===== src/rtl/aes_round_sched.sv =====
// ============================================================================
//  Module      : aes_round_sched
//  Description : AES encryption sequencer. Ensures a cached key schedule,
//                then steps the round datapath through AddRoundKey, the
//                middle rounds and the final round.
//  Revision    : 1.0 - initial release
// ============================================================================
`default_nettype none

module aes_round_sched #(
    parameter int NUM_ROUNDS  = 10,
    parameter int KEY_TIMEOUT = 32
) (
    input  logic       clk,
    input  logic       rst,
    input  logic       start,
    input  logic       new_key,
    input  logic       key_done,
    output logic       key_enable,
    output logic       round_en,
    output logic       add_key_only,
    output logic       skip_mix,
    output logic [3:0] round_num,
    output logic       busy,
    output logic       done,
    output logic       key_err
);

    localparam logic [2:0] c_IDLE    = 3'd0;
    localparam logic [2:0] c_KEY_GEN = 3'd1;
    localparam logic [2:0] c_INIT    = 3'd2;
    localparam logic [2:0] c_ROUND   = 3'd3;
    localparam logic [2:0] c_FINAL   = 3'd4;
    localparam logic [2:0] c_DONE    = 3'd5;
    localparam logic [2:0] c_ERR     = 3'd6;

    localparam logic [3:0] c_LAST_ROUND = 4'(NUM_ROUNDS);
    localparam logic [3:0] c_LAST_MID   = 4'(NUM_ROUNDS - 1);
    localparam logic [8:0] c_TIMEOUT    = 9'(KEY_TIMEOUT);

    logic [2:0] r_state;
    logic [2:0] w_next_state;
    logic [3:0] r_round;
    logic [3:0] w_round_next;
    logic [7:0] r_tmo;
    logic [7:0] w_tmo_next;
    logic [8:0] w_tmo_inc;
    logic       r_key_valid;
    logic       r_key_dirty;

    assign w_tmo_inc = {1'b0, r_tmo} + 9'd1;

    always_ff @(posedge clk or posedge rst) begin
        if (rst) begin
            r_state <= c_IDLE;
            r_round <= 4'd0;
            r_tmo   <= 8'd0;
        end else begin
            r_state <= w_next_state;
            r_round <= w_round_next;
            r_tmo   <= w_tmo_next;
        end
    end

    always_comb begin
        w_next_state = r_state;
        w_round_next = r_round;
        w_tmo_next   = r_tmo;
        case (r_state)
            c_IDLE: begin
                w_tmo_next = 8'd0;
                if (start) begin
                    w_next_state = r_key_valid ? c_INIT : c_KEY_GEN;
                    // Preload round 0 so INIT presents it straight away.
                    if (r_key_valid) begin
                        w_round_next = 4'd0;
                    end
                end
            end
            c_KEY_GEN: begin
                w_tmo_next = w_tmo_inc[7:0];
                // A late key_done still wins over the timeout.
                if (key_done) begin
                    w_next_state = c_INIT;
                    w_round_next = 4'd0;
                end else if (w_tmo_inc == c_TIMEOUT) begin
                    w_next_state = c_ERR;
                end
            end
            c_INIT: begin
                w_next_state = c_ROUND;
                w_round_next = 4'd1;
            end
            c_ROUND: begin
                if (r_round == c_LAST_MID) begin
                    w_next_state = c_FINAL;
                    w_round_next = c_LAST_ROUND;
                end else begin
                    w_round_next = r_round + 4'd1;
                end
            end
            c_FINAL: begin
                w_next_state = c_DONE;
            end
            c_DONE: begin
                w_next_state = c_IDLE;
            end
            c_ERR: begin
                w_next_state = c_IDLE;
            end
            default: begin
                w_next_state = c_IDLE;
            end
        endcase
    end

    // A rewrite seen at any point of generation poisons the result.
    always_ff @(posedge clk or posedge rst) begin
        if (rst) begin
            r_key_dirty <= 1'b0;
        end else if (r_state == c_IDLE) begin
            r_key_dirty <= 1'b0;
        end else if ((r_state == c_KEY_GEN) && new_key) begin
            r_key_dirty <= 1'b1;
        end
    end

    always_ff @(posedge clk or posedge rst) begin
        if (rst) begin
            r_key_valid <= 1'b0;
        end else if (new_key) begin
            r_key_valid <= 1'b0;
        end else if ((r_state == c_KEY_GEN) && key_done && !r_key_dirty) begin
            r_key_valid <= 1'b1;
        end
    end

    assign key_enable   = (r_state == c_KEY_GEN);
    assign round_en     = (r_state == c_INIT) || (r_state == c_ROUND) || (r_state == c_FINAL);
    assign add_key_only = (r_state == c_INIT);
    assign skip_mix     = (r_state == c_FINAL);
    assign round_num    = r_round;
    assign busy         = (r_state != c_IDLE);
    assign done         = (r_state == c_DONE);
    assign key_err      = (r_state == c_ERR);

endmodule

`default_nettype wire


===== config.mk =====
export PLATFORM = sky130hd
export DESIGN_NAME = aes_round_sched
export DESIGN_NICKNAME = d
export VERILOG_FILES = /design/src/rtl/aes_round_sched.sv
export SDC_FILE = /design/constraint.sdc
export NUM_CORES = 1
export LEC_CHECK = 0
export BUFFER_PORTS_ARGS = -buffer_cell sky130_fd_sc_hd__buf_2
export CELL_PAD_IN_SITES_DETAIL_PLACEMENT = 1
export CELL_PAD_IN_SITES_GLOBAL_PLACEMENT = 2
export CORE_ASPECT_RATIO = 0.5
export CORE_MARGIN = 2
export CORE_UTILIZATION = 35
export DETAILED_ROUTE_END_ITERATION = 10
export PLACE_DENSITY_LB_ADDON = 0.1
export SLEW_MARGIN = 20
export SYNTH_ARGS = -nofsm -noshare
export SYNTH_HDL_FRONTEND = slang
export SYNTH_SLANG_ARGS = --single-unit

===== constraint.sdc =====
create_clock -name clk -period 4.69 [get_ports clk]
set_clock_uncertainty 0.2 [all_clocks]
set_input_delay 0 -clock clk [delete_from_list [all_inputs] [get_ports clk]]
set_output_delay 0 -clock clk [all_outputs]
set_load 0.02 [all_outputs]

==> impl_metrics.ini, run 1 <==
[clock_network]
htree_levels = 1
cts_setup_buffers = 0
clock_latency_ns = 0.26
ctsLongestPathBuffers = 2
cts_tree = done
root_buffer = clkbuf_8
cts_resized = 0
hold_buffers = 4
clk_pin_slew_ns = 0.07
clkSinkCount = 17
numCtsBuffers = 3

[placed_design]
io_buffers = 15
place_congestion = 0.750
place_area_mm2 = 0.00113
place_hpwl_um = 1810

[detailed_routing]
drt-wirelength-per-cell_um = 14.2
first_pass_iters = 4
drt_iter0_drc = 46
routed_wl_um = 2510
vias = 925
drc_errors = 0
viasPerCell = 5.23
ant_nets = 0

[die]
coreArea_mm2 = 0.00268
fp.dieW_um = 80.6
die-area_mm2 = 0.00341
die_height_um = 42.3
initial_core_util = 0.382
rows = 13
io_pins = 16

[final_layout]
antenna_cells = 0
area.growth.synth_to_final_pct = 18.2
multi_input_area_um2 = 553
nFillCells = 332
layout.nets = 150
stdcell_area_mm2 = 0.00121
seqCellArea_um2 = 425
drive_above_1_share = 0.157

[pwr]
total_power_mw = 0.691
leakagePower_nw = 0.558
powerDensity_mw_per_mm2 = 570
ir_drop_uv = 164

[sta]
max_slew_margin = 0.541
setup_viol = 0
worstMarginPinSlew_ns = 0.687
finalCriticalPeriod_ns = 2.39
fin_setup_tns_ns = 0
rsz0062_at_grt = no
hold_viol = 0
slew_violations = 0
fmax_ghz = 0.418
fin_crit_sh = 0.510

[setup_path]
cp_top_family = simple AND/OR/NAND/NOR gates
crit_type = flip-flop to flip-flop
critical_path.max_stage_delay_ns = 0.54
path_buf_inv = 2
worst_path_most_repeated_cell = nor2_1
cpMaxStageDelayCell = dlygate4sd3_1
worstPathArrival_ns = 2.39
cp-end-kind = flip-flop
crit_chain = nor2_1 > nand2_1 > inv_1 > a31oi_1 > nor2_1 > dlygate4sd3_1
cp.required_ns = 4.69
r2r_setup_slack_ns = 2.30
cp_max_fo = 10
worstSetupStartpointType = flip-flop

[logic_synthesis]
synthCells = 122
synth-seq-cells = 17
synth_top_area_cell = dfrtp_1
ys.flop_type = dfrtp_1
syn_area_mm2 = 0.00103
async_reset_ff_frac = 1.00
yosysTopAreaCellShare = 0.415
yosysSeqAreaShare = 0.415
synth.distinct_cells = 31
synth_area_leaders = dfrtp_1 41%, o21ai_0 7.8%, nand2_1 7.0%
syn-num-nets = 131
synth_edf_count = 0
yosys_warnings = 0
synth_area_per_cell_um2 = 8.41

[grt]
grt_pass1_wl_um = 4150
grt-ovfl-total = 0
grt_util_all_layers = 0.164
antenna_found_initial = 0
grt_max_degree = 18
grt_pass1_vias = 811

[job]
drv_cap = 0

[outcome]
status = completed

[min_path]
hp-class = primary input to flip-flop
-- per-layer routing --
| layer | vias to the layer above | track usage | routed length [um] |
|---|---|---|---|
| met4 | 0 | 0.0407 | 31 |
| met1 | 435 | 0.241 | 1370 |
| li1 | 473 | - | - |
| met2 | 15 | 0.237 | 1000 |
| met3 | 2 | 0.0453 | 104 |
| met5 | - | 0 | 0 |
-- kinds of logic (layout without fill, tap and decap cells) --
kind of cell / count (synthesis) / in the layout / share of synthesized area
buf+inv: 12 / 30 / 0.0463
simple gates: 49 / 49 / 0.245
mux: 2 / 2 / 0.0195
flops: 17 / 17 / 0.415
fa+ha+maj: 4 / 4 / 0.0488
compound gates: 38 / 38 / 0.226
-- cell usage after synthesis, types with 2 or more instances --
cell and n:
clkbuf_1 3, o21ai_0 16, or2_2 2, a21oi_1 7, o31ai_1 2, o21bai_1 3, mux2i_1 2, a31oi_1 2
and4_1 2, inv_1 7, ha_1 4, a211o_1 2, nor3_1 2, nand3b_1 2, nand2_1 19, nand2b_1 3
buf_2 2, nor2_1 6, nand3_1 6, a211oi_1 2, dfrtp_1 17, nor3b_1 2
-- cells in the final DEF, fill, tap and decap left out --
cell / count
dlygate4sd3_1: 4
nand2b_1: 3
o31ai_1: 2
nand3b_1: 2
nand3_1: 6
and4_1: 2
nor2b_1: 1
o21bai_1: 3
or2_1: 1
nor3b_1: 2
nand2_1: 19
ha_1: 4
a31oi_1: 2
or2_2: 2
clkinv_2: 1
a21oi_1: 7
dfrtp_1: 17
buf_2: 15
o21ai_0: 16
a41oi_1: 1
mux2i_1: 2
nor2_1: 6
o211ai_1: 1
a211oi_1: 2
inv_1: 7
nor3_1: 2
a311oi_1: 1
o41ai_1: 1
nand4_1: 1
or3b_1: 1
clkbuf_8: 3
nor2_4: 1
a211o_1: 2
-- per-stage QoR --
step / setup WS [ns] / hold WS [ns] / cells / utilization
floorplan: 2.81 / -0.274 / 122 / -
global placement: 2.60 / -0.0578 / 169 / 0.420
detailed placement: 2.65 / -0.0488 / 169 / 0.420
CTS: 2.31 / 0.104 / 177 / 0.452
global route: 2.10 / 0.158 / 177 / 0.452
finish: 2.30 / 0.102 / 177 / 0.452
-- worst min-delay path, cell delays in order --
cell	delay, ns
buf_2	0.10
inv_1	0.04
o21ai_0	0.14
nand3_1	0.09
nand2_1	0.07
or2_1	0.09
-- area by class of cell --
cell class	count	share of cell area
clock inverters	1	0.00413
inverters	7	0.0217
repair buffers	19	0.0949
multi-input cells	93	0.456
clock buffers	3	0.0341
well taps	37	0.0382
flip-flops and latches	17	0.351
-- registers in the layout, summed over array words and instances (netlist names) --
register	flops
r_tmo	8
r_key_valid	1
r_state	3
r_key_dirty	1
round_num	4
-- power breakdown --
group          switching (mW)  leakage (nW)  total, mW  internal (mW)
clock                  0.0551        0.0255      0.114         0.0591
combinational           0.194         0.308      0.310          0.117
sequential             0.0780         0.224      0.266          0.188
total                   0.327         0.558      0.691          0.364
-- final timing paths --
kind,from,end,cells after the start
setup / recovery,r_state[1],r_key_valid,6
hold / removal,start,r_state[0],6
setup reg to reg,r_state[1],r_key_valid,6
hold reg to reg,r_tmo[7],r_tmo[7],1
max in group asynchronous,rst,r_tmo[5],3
min in group asynchronous,rst,round_num[0],3
(Power assumes the default switching activity.)
==> inputs of run 2 (changes only) <==
CORE_UTILIZATION = 32   (was 35)
clock period = 2.5 ns   (was 4.69 ns; I/O delays follow)
==> run 2 against run 1 <==
Against the previous run:
- combinational power grew 99%
- via count grew 1.7%
- die area grew 8.7%
- largest power group unchanged
- clock-buffer cell count is the same
==> impl_metrics.ini, run 2 (synthesized netlist as in run 1, its figures left out) <==
[outcome]
status = completed

[detailed_routing]
routed_wl_um = 2590
first_pass_iters = 4
drt-wirelength-per-cell_um = 14.2
viasPerCell = 5.17
drt_iter0_drc = 29
drc_errors = 0
ant_nets = 0
vias = 941

[placed_design]
place_congestion = 0.730
dp.cells = 174
io_buffers = 15
place_hpwl_um = 1940
pre_cts_ws_ns = 0.457

[job]
drv_cap = 0

[clock_network]
htree_levels = 1
ctsLongestPathBuffers = 2
clock_latency_ns = 0.26
numCtsBuffers = 3
root_buffer = clkbuf_8
cts_tree = done
clk_pin_slew_ns = 0.08
clkSinkCount = 17
cts_resized = 0

[final_layout]
regMostFlops = r_tmo
drive_above_1_share = 0.169
layout.nets = 152
stdcell_count = 182
area.growth.synth_to_final_pct = 20.0
nFillCells = 383
final_common_cell = nand2_1
antenna_cells = 0
utilization = 0.406
final_cell_mix = 19 x nand2_1, 17 x dfrtp_1, 16 x o21ai_0
largest_register_ffs = 8

[setup_path]
cp-startpoint = r_state[1]
worstSetupStartpointType = flip-flop
cp_max_fo = 10
reg2reg_from = r_state[1]
critPathCapture = r_key_valid
cp.required_ns = 2.45
crit_type = flip-flop to flip-flop
r2r_end = r_key_valid
cp-end-kind = flip-flop
r2r_cells = 7
r2r_setup_slack_ns = 0.30
worstPathArrival_ns = 2.15

[sta]
hold_viol = 0
worstMarginPinSlew_ns = 0.711
fin_setup_tns_ns = 0
max_slew_margin = 0.525
fin_crit_sh = 0.879
rsz0062_at_grt = no
fmax_ghz = 0.455
slew_violations = 0
whs_ns = 0.0754
finalCriticalPeriod_ns = 2.20
setup_viol = 0
worst_slack_ns = 0.302

[min_path]
whs_path_depth = 6
hp-class = primary input to flip-flop

[grt]
grt_pass1_wl_um = 4440
grt_pass1_vias = 896
antenna_found_initial = 0
grt_util_all_layers = 0.156
grt-ovfl-total = 0
grt_max_degree = 18

[die]
fp.dieW_um = 84.1
die_height_um = 44.0
die-area_mm2 = 0.00370
initial_core_util = 0.339
coreArea_mm2 = 0.00303
io_pins = 16
rows = 14

[pwr]
powerDensity_mw_per_mm2 = 1080
ir_drop_uv = 385
leakagePower_nw = 0.568
run 2: cell types whose count changed in the layout (fill, tap and decap cells not counted), sizes merged:
cell | before | now
buf | 15 | 17
run 2: final cells by class:
class	count	area [um2]	area share
Timing Repair Buffer	21	130	0.106
Inverter	7	26.3	0.0213
Clock inverter	1	5.00	0.00407
Tap cell	40	50.0	0.0407
Multi-Input combinational cell	93	553	0.449
Sequential cell	17	425	0.346
Clock buffer	3	41.3	0.0335
run 2: worst max-delay path, stage by stage (launching register included):
cell and delay, ns:
dfrtp_1 0.53, nor2_1 0.11, buf_4 0.18, nand2_1 0.15
inv_1 0.14, a31oi_1 0.19, nor2_1 0.05, dlygate4sd3_1 0.55
run 2: what timing repair did:
action	4_1_cts	5_1_grt
hold buffers	4	0
setup buffers	0	0
hold endpoints to repair	22	0
run 2: metrics by stage:
step / power, mW / area, um2
finish: 1.33 / 1230
global route: 1.45 / 1230
CTS: 1.35 / 1230
detailed placement: 1.12 / 1140
global placement: 1.12 / 1140
floorplan: 0.905 / 1030
run 2: power breakdown:
| group | total [mW] | switching, mW | internal, mW | leakage, nW |
|---|---|---|---|---|
| logic | 0.616 | 0.376 | 0.240 | 0.318 |
| clock network | 0.217 | 0.106 | 0.111 | 0.0255 |
| registers | 0.498 | 0.144 | 0.353 | 0.224 |
run 2: worst min path at each step:
stage	start	end	slack, ns
final	start	r_state[0]	0.08
after global routing	start	r_state[1]	0.16
after CTS	start	r_state[0]	0.08
after detailed placement	rst	round_num[2]	-0.03
after global placement	rst	round_num[0]	-0.03
after floorplan	rst	r_key_dirty	-0.27
run 2: metal layers:
| metal | vias up | global-route usage | part of all wire |
|---|---|---|---|
| li1 | 477 | - | - |
| met2 | 14 | 0.260 | 0.43 |
| met4 | 0 | 0.0387 | 0 |
| met1 | 450 | 0.204 | 0.53 |
| met5 | - | 0 | 0 |
| met3 | 0 | 0.0466 | 0.034 |
==> inputs of run 3 (changes only) <==
CORE_UTILIZATION = 29   (was 32)
clock period = 1.9 ns   (was 2.5 ns; I/O delays follow)
==> run 3 against run 2 <==
Against the previous run:
- fmax increased by 21%
- flip-flop and latch count did not move
- critical path depth is 1 lower
- register-to-register slack lost 0.22 ns
- hold slack improved by 0.0027 ns
- critical path type unchanged
- largest cell class unchanged
==> impl_metrics.ini, run 3 (synthesized netlist as in run 1, its figures left out) <==
[clock_network]
htree_levels = 1
cts_tree = done
clock_latency_ns = 0.26
numCtsBuffers = 3
clk_pin_slew_ns = 0.08
ctsLongestPathBuffers = 2
cts_setup_buffers = 0
root_buffer = clkbuf_8
clkSinkCount = 17

[grt]
grt_util_all_layers = 0.157
grt-ovfl-total = 0
grt.busiest_layer = met2
grt_max_degree = 18
grt_pass1_vias = 943
use_met3 = 0.0394
gr-usage-met2 = 0.256
antenna_found_initial = 0
use_met1 = 0.206
grt_pass1_wl_um = 4650

[sta]
worstMarginPinSlew_ns = 0.739
fin_setup_tns_ns = 0
slew_violations = 0
hold_viol = 0
setup_viol = 0
fin_crit_sh = 0.955
rsz0062_at_grt = no
fmax_ghz = 0.551
finalCriticalPeriod_ns = 1.81
max_slew_margin = 0.507

[setup_path]
crit_type = flip-flop to flip-flop
cp.required_ns = 1.85
reg2reg_from = r_tmo[1]
worstPathArrival_ns = 1.77
r2r_end = r_state[0]
worstSetupStartpointType = flip-flop
r2r_cells = 6
cp-end-kind = flip-flop
r2r_setup_slack_ns = 0.09
cp_max_fo = 4

[die]
die_height_um = 46.1
coreArea_mm2 = 0.00342
rows = 15
fp.dieW_um = 88.1
die-area_mm2 = 0.00406
initial_core_util = 0.300
io_pins = 16

[detailed_routing]
drt-wirelength-per-cell_um = 13.9
ant_nets = 0
drt_iter0_drc = 11
viasPerCell = 4.90
drc_errors = 0
routed_wl_um = 2830
first_pass_iters = 4
vias = 995

[pwr]
leakagePower_nw = 0.610
total_power_mw = 1.88
ir_drop_uv = 336
powerDensity_mw_per_mm2 = 1410

[final_layout]
antenna_cells = 0
nFillCells = 429
layout.nets = 162
regMostFlops = r_tmo
final_cell_mix = 18 x nand2_1, 17 x dfrtp_1, 16 x o21ai_0
drive_above_1_share = 0.257
area.growth.synth_to_final_pct = 30.1
largest_register_ffs = 8
final_common_cell = nand2_1

[outcome]
status = completed

[placed_design]
place_hpwl_um = 2090
place_congestion = 0.707
io_buffers = 15

[min_path]
whs_path_depth = 6
hold_path_end = r_state[0]
worstHoldStart = start
hp-class = primary input to flip-flop

[job]
drv_cap = 0
run 3: through the flow:
stage / std cells / worst slack (ns) / hold slack (ns) / instance area [um2] / utilization
3_3_place_gp: 196 / 0.0748 / -0.0463 / 1240 / 0.363
2_1_floorplan: 122 / 0.0176 / -0.274 / 1030 / -
5_1_grt: 203 / 0.00459 / 0.119 / 1340 / 0.391
6_report: 203 / 0.0860 / 0.0781 / 1340 / 0.391
4_1_cts: 203 / 0.0354 / 0.0875 / 1320 / 0.385
3_5_place_dp: 196 / 0.0510 / -0.0310 / 1240 / 0.363
run 3: worst max path at each step:
stage	depth (start not counted)	start	to
global placement	6	r_tmo[1]	r_state[0]
floorplan	6	r_tmo[0]	r_state[0]
CTS	6	r_tmo[0]	r_state[0]
detailed placement	6	r_tmo[0]	r_state[0]
global route	7	r_tmo[1]	r_state[1]
finish	6	r_tmo[1]	r_state[0]
run 3: what timing repair did:
action                                  CTS  global route
endpoints found under the setup margin    0             2
resized for setup                         0             5
endpoints found under the hold margin    21             0
hold buffers                              3             0
run 3: layer usage:
metal / routed length [um] / share of wire
met4: 44 / 0.016
met3: 87 / 0.031
met5: 0 / 0
met2: 1240 / 0.44
met1: 1460 / 0.52
run 3: worst max-delay path: stages (launching register included):
cell and delay, ns:
dfrtp_1 0.41, ha_2 0.20, and4_1 0.21, nand2_2 0.09, mux2i_2 0.24, a311oi_2 0.12
or2_1 0.23
run 3: final cells by class:
class	count	area [um2]	share of cell area
flip-flops and latches	17	425	0.319
clock buffers	4	45.0	0.0337
repair buffers	31	203	0.152
well taps	51	63.8	0.0478
multi-input cells	93	572	0.428
inverters	7	26.3	0.0197
run 3: where the power goes:
part	switching, mW	internal, mW	total [mW]
Combinational	0.579	0.410	0.989
Sequential	0.140	0.466	0.605
Clock	0.141	0.149	0.291
Total	0.859	1.03	1.88
